[config.mk]
export PLATFORM = sky130hd
export DESIGN_NAME = spi_cmd_rx
export DESIGN_NICKNAME = d
export VERILOG_FILES = /design/src/rtl/spi_cmd_rx.sv
export SDC_FILE = /design/constraint.sdc
export NUM_CORES = 1
export LEC_CHECK = 0
export ABC_AREA = 1
export CAP_MARGIN = 20
export CORE_MARGIN = 2
export CORE_UTILIZATION = 50
export DETAILED_ROUTE_END_ITERATION = 8
export PLACE_DENSITY = 0.7
export SLEW_MARGIN = 20
export SYNTH_ARGS = -nofsm -noshare
export SYNTH_HDL_FRONTEND = slang
export SYNTH_SLANG_ARGS = --single-unit
[constraint.sdc]
create_clock -name clk -period 3.8 [get_ports clk]
set_input_delay 0.38 -clock clk [delete_from_list [all_inputs] [get_ports clk]]
set_output_delay 0.38 -clock clk [all_outputs]
set_load 0.02 [all_outputs]
[src/rtl/spi_cmd_rx.sv]
// SPI (mode 0, MSB first) command receiver sampled in the system clock domain.
// Assembles fixed-length frames, buffers them in a small FIFO and hands them
// to the consumer over a valid/ready handshake. Flags malformed frames and drops.
module spi_cmd_rx #(
    parameter int unsigned FRAME_BITS  = 16,
    parameter int unsigned FIFO_DEPTH  = 2,
    parameter int unsigned SYNC_STAGES = 2
) (
    input  logic                  clk,
    input  logic                  rst,
    input  logic                  sck_in,
    input  logic                  cs_n_in,
    input  logic                  mosi_in,
    output logic                  cmd_valid,
    input  logic                  cmd_ready,
    output logic [3:0]            cmd_addr,
    output logic [FRAME_BITS-5:0] cmd_data,
    output logic                  frame_err,
    output logic                  overflow,
    output logic                  busy
);

    localparam int unsigned CW = $clog2(FRAME_BITS + 2);
    localparam int unsigned PW = $clog2(FIFO_DEPTH);
    localparam int unsigned NW = $clog2(FIFO_DEPTH + 1);
    localparam int unsigned WW = $clog2(SYNC_STAGES + 2);

    localparam logic [CW-1:0] CNT_FULL  = CW'(FRAME_BITS);
    localparam logic [CW-1:0] CNT_SAT   = CW'(FRAME_BITS + 1);
    localparam logic [NW-1:0] FIFO_FULL = NW'(FIFO_DEPTH);
    // Synchronizers plus edge-detect register hold real pin history after this many cycles.
    localparam logic [WW-1:0] WARM_DONE = WW'(SYNC_STAGES + 1);

    typedef enum logic {StIdle, StShift} state_e;

    logic [SYNC_STAGES-1:0] r_sck_sync;
    logic [SYNC_STAGES-1:0] r_cs_sync;
    logic [SYNC_STAGES-1:0] r_mosi_sync;
    logic                   r_sck_prev;
    logic                   r_cs_prev;
    logic [WW-1:0]          r_warm;

    state_e                 r_state;
    logic [FRAME_BITS-1:0]  r_shift;
    logic [CW-1:0]          r_cnt;
    logic                   r_frame_err;
    logic                   r_overflow;

    logic [FRAME_BITS-1:0]  r_mem [FIFO_DEPTH];
    logic [PW-1:0]          r_wptr;
    logic [PW-1:0]          r_rptr;
    logic [NW-1:0]          r_count;
    logic [FRAME_BITS-1:0]  r_last;

    logic w_sck, w_cs, w_mosi, w_warm;
    logic w_sck_rise, w_cs_fall, w_cs_rise;
    logic w_close, w_good, w_full, w_pop, w_push, w_drop;
    logic [FRAME_BITS-1:0] w_head;

    assign w_sck  = r_sck_sync[SYNC_STAGES-1];
    assign w_cs   = r_cs_sync[SYNC_STAGES-1];
    assign w_mosi = r_mosi_sync[SYNC_STAGES-1];
    // Edges are masked until the pipeline is refilled, so a CS held low across
    // reset cannot masquerade as a falling edge.
    assign w_warm     = (r_warm == WARM_DONE);
    assign w_sck_rise = w_warm & w_sck & ~r_sck_prev;
    assign w_cs_fall  = w_warm & ~w_cs & r_cs_prev;
    assign w_cs_rise  = w_warm & w_cs & ~r_cs_prev;

    assign w_close = (r_state == StShift) & w_cs_rise;
    assign w_good  = w_close & (r_cnt == CNT_FULL);
    assign w_full  = (r_count == FIFO_FULL);
    assign w_pop   = cmd_valid & cmd_ready;
    assign w_push  = w_good & (~w_full | w_pop);
    assign w_drop  = w_good & w_full & ~w_pop;

    // Pin synchronizers, edge-detect history and post-reset warm-up counter.
    always_ff @(posedge clk) begin
        if (rst) begin
            r_sck_sync  <= '0;
            r_cs_sync   <= '1;
            r_mosi_sync <= '0;
            r_sck_prev  <= 1'b0;
            r_cs_prev   <= 1'b1;
            r_warm      <= '0;
        end else begin
            r_sck_sync  <= {r_sck_sync[SYNC_STAGES-2:0], sck_in};
            r_cs_sync   <= {r_cs_sync[SYNC_STAGES-2:0], cs_n_in};
            r_mosi_sync <= {r_mosi_sync[SYNC_STAGES-2:0], mosi_in};
            r_sck_prev  <= w_sck;
            r_cs_prev   <= w_cs;
            if (!w_warm) begin
                r_warm <= r_warm + 1'b1;
            end
        end
    end

    // Frame FSM: shifts bits while CS is low and raises the close-time pulses.
    always_ff @(posedge clk) begin
        if (rst) begin
            r_state     <= StIdle;
            r_shift     <= '0;
            r_cnt       <= '0;
            r_frame_err <= 1'b0;
            r_overflow  <= 1'b0;
        end else begin
            r_frame_err <= 1'b0;
            r_overflow  <= 1'b0;
            case (r_state)
                StIdle: begin
                    if (w_cs_fall) begin
                        r_state <= StShift;
                        r_shift <= '0;
                        r_cnt   <= '0;
                    end
                end
                StShift: begin
                    // CS rise wins over a coincident SCK rise.
                    if (w_cs_rise) begin
                        r_state     <= StIdle;
                        r_frame_err <= (r_cnt != CNT_FULL);
                        r_overflow  <= w_drop;
                    end else if (w_sck_rise) begin
                        r_shift <= {r_shift[FRAME_BITS-2:0], w_mosi};
                        if (r_cnt != CNT_SAT) begin
                            r_cnt <= r_cnt + 1'b1;
                        end
                    end
                end
                default: r_state <= StIdle;
            endcase
        end
    end

    // FIFO storage; contents need no reset since cmd_valid gates them.
    always_ff @(posedge clk) begin
        if (w_push) begin
            r_mem[r_wptr] <= r_shift;
        end
    end

    // FIFO pointers, occupancy and the held copy of the last valid head.
    always_ff @(posedge clk) begin
        if (rst) begin
            r_wptr  <= '0;
            r_rptr  <= '0;
            r_count <= '0;
            r_last  <= '0;
        end else begin
            if (w_push) begin
                r_wptr <= r_wptr + 1'b1;
            end
            if (w_pop) begin
                r_rptr <= r_rptr + 1'b1;
            end
            if (w_push && !w_pop) begin
                r_count <= r_count + 1'b1;
            end else if (!w_push && w_pop) begin
                r_count <= r_count - 1'b1;
            end
            if (cmd_valid) begin
                r_last <= r_mem[r_rptr];
            end
        end
    end

    assign cmd_valid = (r_count != '0);
    assign w_head    = cmd_valid ? r_mem[r_rptr] : r_last;
    assign cmd_addr  = w_head[FRAME_BITS-1 -: 4];
    assign cmd_data  = w_head[FRAME_BITS-5:0];
    assign frame_err = r_frame_err;
    assign overflow  = r_overflow;
    assign busy      = (r_state == StShift);

endmodule
==> flow_summary_export.csv <==
group,metric,value,unit
outcome,outcome,"finished clean",
placed_design,gp_congestion,0.763,
power_and_ir_drop,pwr-share-comb,0.191,
clocking,cts_setup_buffers,0,
clocking,cts_root_buf,"clkbuf_8",
finish,antenna_cells,0,
worst_setup_path,max_stage_delay,0.58,ns
placed_design,io_buffer_count,25,
synth,ys_async_sr_fraction,0,
finish,area_delta_synth_final,12.9,%
synth,yosysMostFrequentCell,"nor2_1",
route,num_vias,2391,
worst_setup_path,r2r.worst_path.cells,10,
synth,ys_seq_area_frac,0.572,
power_and_ir_drop,ir_worst_vdd,0.194,mV
route,wl,5780,um
synth,yosysTopAreaCellShare,0.305,
power_and_ir_drop,pwr-share-seq,0.519,
worst_setup_path,crit_type,"register to output port",
global_routing,antenna_found_initial,0,
worst_setup_path,cp-start-kind,"register",
finish,fin_nets,428,
floorplanning,ioPinCount,26,
global_routing,overflow,0,
worst_setup_path,r2r-start,"r_warm[0]",
min_path,worstHoldPathCells,2,
worst_setup_path,crit_chain,"inv_1 > o211ai_1 > o21ai_2 > clkdlybuf4s50_1",
synth,ys_ff_latch,87,
synth,syn_area_per_cell,9.15,um2
global_routing,grt_start_max_net_pins,35,
timing,fin_crit_sh,0.694,
floorplanning,die_x,88.9,um
clocking,ctsHoldBuffers,0,
timing,hold_slack,0.405,ns
clocking,clk_pin_slew,0.09,ns
worst_setup_path,reg2reg_to,"r_count[1]",
timing,fin_crit,2.64,ns
timing,setup_viol,0,
power_and_ir_drop,p_clk_frac,0.290,
worst_setup_path,arrival,2.26,ns
timing,finalClockSkew,0.00677,ns
worst_setup_path,end_kind,"output port",
timing,rsz0062_at_grt,"no",
timing,final-hold-violation-count,0,
synth,synth_top_cells_by_area,"dfxtp_1, edfxtp_1, nor2_1, inv_1, nand2_1",
route,wl_per_cell,11.2,um
synth,syn_nets,405,
power_and_ir_drop,power_switching,0.584,mW
power_and_ir_drop,static-leakage-power,1.61,nW
floorplanning,die_h,88.9,um
route,initialDrtViolationCount,149,
global_routing,grt_usage,0.169,
finish,finalNonFillerCells,518,
worst_setup_path,rrSetupSlack,1.74,ns
worst_setup_path,critPathMaxFanout,17,
clocking,cts_tree,"yes",
min_path,hold_class,"register to register",
floorplanning,start_util,0.525,
power_and_ir_drop,swShare,0.291,
floorplanning,die-area,0.00790,mm2
timing,clock.fmax,379,MHz
synth,synth_edf_count,32,
worst_setup_path,required,3.42,ns
placed_design,dp_hpwl,3780,um
synth,synth_top_cell_by_area,"dfxtp_1",
finish,fillers,598,
clocking,cts_resized,0,
run,cap_viol_max_count,0,
placed_design,place_inst,502,
clocking,numCtsBuffers,9,
clocking,ctsHtreeMaxLevel,3,
timing,relSlewSlack,0.527,
global_routing,grt_pass1_wl,10200,um
clocking,cts.sinks,87,
floorplanning,num_rows,30,
route,viasPerCell,4.62,
clocking,clk_latency,0.35,ns
synth,synth_area,0.00360,mm2
floorplanning,core_area,0.00687,mm2
timing,tightest_slew,0.708,ns
clocking,cts_buffer_depth,2,
timing,fin_setup_tns,0,ns
synth,synthDistinctLibCells,31,
synth,yosysWarnings,0,
power_and_ir_drop,powerDensity,493,mW/mm2
power_and_ir_drop,p_int,1.42,mW
min_path,min-delay-start,"r_mosi_sync[0]",
synth,synthTopCellsByCount,"nor2_1, inv_1, dfxtp_1",
min_path,holdPathEnd,"r_mosi_sync[1]",
finish,drive_above_1_share,0.154,
timing,maxSlewViolCount,0,
global_routing,grt_pass1_vias,2275,
route,ant_nets,0,
worst_setup_path,slowest_stage,"dfxtp_1",
synth,syn_inst,394,
route,route.detailed.drc,0,
route,dr.pass1.iters,4,
synth,synth-main-ff-cell,"dfxtp_1",
how the worst max path moves through the flow:
stage	start	endpoint	slack, ns	depth (start not counted)
after floorplan	r_warm[0]	r_mem[1][0]	1.81	6
after global placement	r_count[0]	cmd_data[11]	1.58	5
after detailed placement	register	cmd_data[6]	1.53	4
after CTS	register	cmd_data[6]	1.11	4
after global routing	register	cmd_data[6]	0.91	4
final	register	cmd_data[6]	1.16	4
power groups by stage:
stage | clock [mW] | sequential (mW) | combinational (mW)
global placement | 0 | 1.06 | 0.379
CTS | 0.609 | 1.04 | 0.389
finish | 0.582 | 1.04 | 0.384
floorplan | 0 | 1.05 | 0.276
detailed placement | 0 | 1.06 | 0.388
global route | 0.645 | 1.05 | 0.429
worst max-delay path, delay by kind of cell, from the launching register on:
family / cells / cell delay (ns)
AOI/OAI and AO/OA: 2 / 0.41
buffers and inverters: 2 / 0.90
DFF: 1 / 0.58
kinds of logic (layout without fill, tap and decap cells):
kind of cell / after synthesis / after routing / share of synthesized area
xor gates and xnor gates: 3 / 3 / 0.00729
buffers and inverters: 92 / 120 / 0.112
adders and majority gates: 5 / 5 / 0.0174
AOI/OAI and AO/OA: 64 / 64 / 0.110
DFF: 87 / 87 / 0.572
and+or+nand+nor: 143 / 143 / 0.181
state kept, by name, indices dropped and copies added (netlist names), named ones only:
| name | count |
|---|---|
| r_mosi_sync | 2 |
| overflow | 1 |
| busy | 1 |
| r_warm | 2 |
| frame_err | 1 |
| r_mem | 32 |
| r_last | 16 |
| r_wptr | 1 |
| r_sck_prev | 1 |
| r_cs_sync | 2 |
| r_cs_prev | 1 |
| r_count | 2 |
| r_rptr | 1 |
| r_shift | 16 |
| r_sck_sync | 2 |
| r_cnt | 5 |
stage by stage:
step                area [um2]  total power, mW   util  worst slack [ns]
global route              4070             2.12  0.592             0.915
floorplan                 3600             1.33      -              1.81
finish                    4070             2.01  0.592              1.16
CTS                       4070             2.04  0.592              1.11
global placement          3890             1.44  0.566              1.58
detailed placement        3890             1.45  0.566              1.53
final cells by class:
class | instances | area [um2] | share of cell area
Multi-Input combinational cell | 215 | 1140 | 0.280
Inverter | 75 | 287 | 0.0704
Clock buffer | 10 | 128 | 0.0314
Sequential cell | 87 | 2060 | 0.507
Tap cell | 96 | 120 | 0.0295
Timing Repair Buffer | 29 | 280 | 0.0689
Clock inverter | 6 | 53.8 | 0.0132
layout by cell type (no fill, tap or decap), types with 3 or more instances in the layout:
cell type / count
nand4_1: 3
ha_1: 5
nand2_1: 36
o21ai_0: 20
o21ai_1: 6
nand2_2: 3
nand3_1: 11
o211ai_1: 16
inv_1: 65
a21oi_1: 12
buf_4: 4
or2_2: 18
dfxtp_1: 55
nor2_1: 66
clkbuf_8: 9
inv_2: 7
edfxtp_1: 32
o21ai_2: 10
clkdlybuf4s50_1: 25
clkinv_4: 3
routing by layer:
layer  GRT usage  part of all wire
met4      0.0785             0.017
met2       0.267              0.44
met5           0                 0
met3      0.0489             0.036
met1       0.216              0.51
Note: power is estimated with default switching activity, not from simulation.
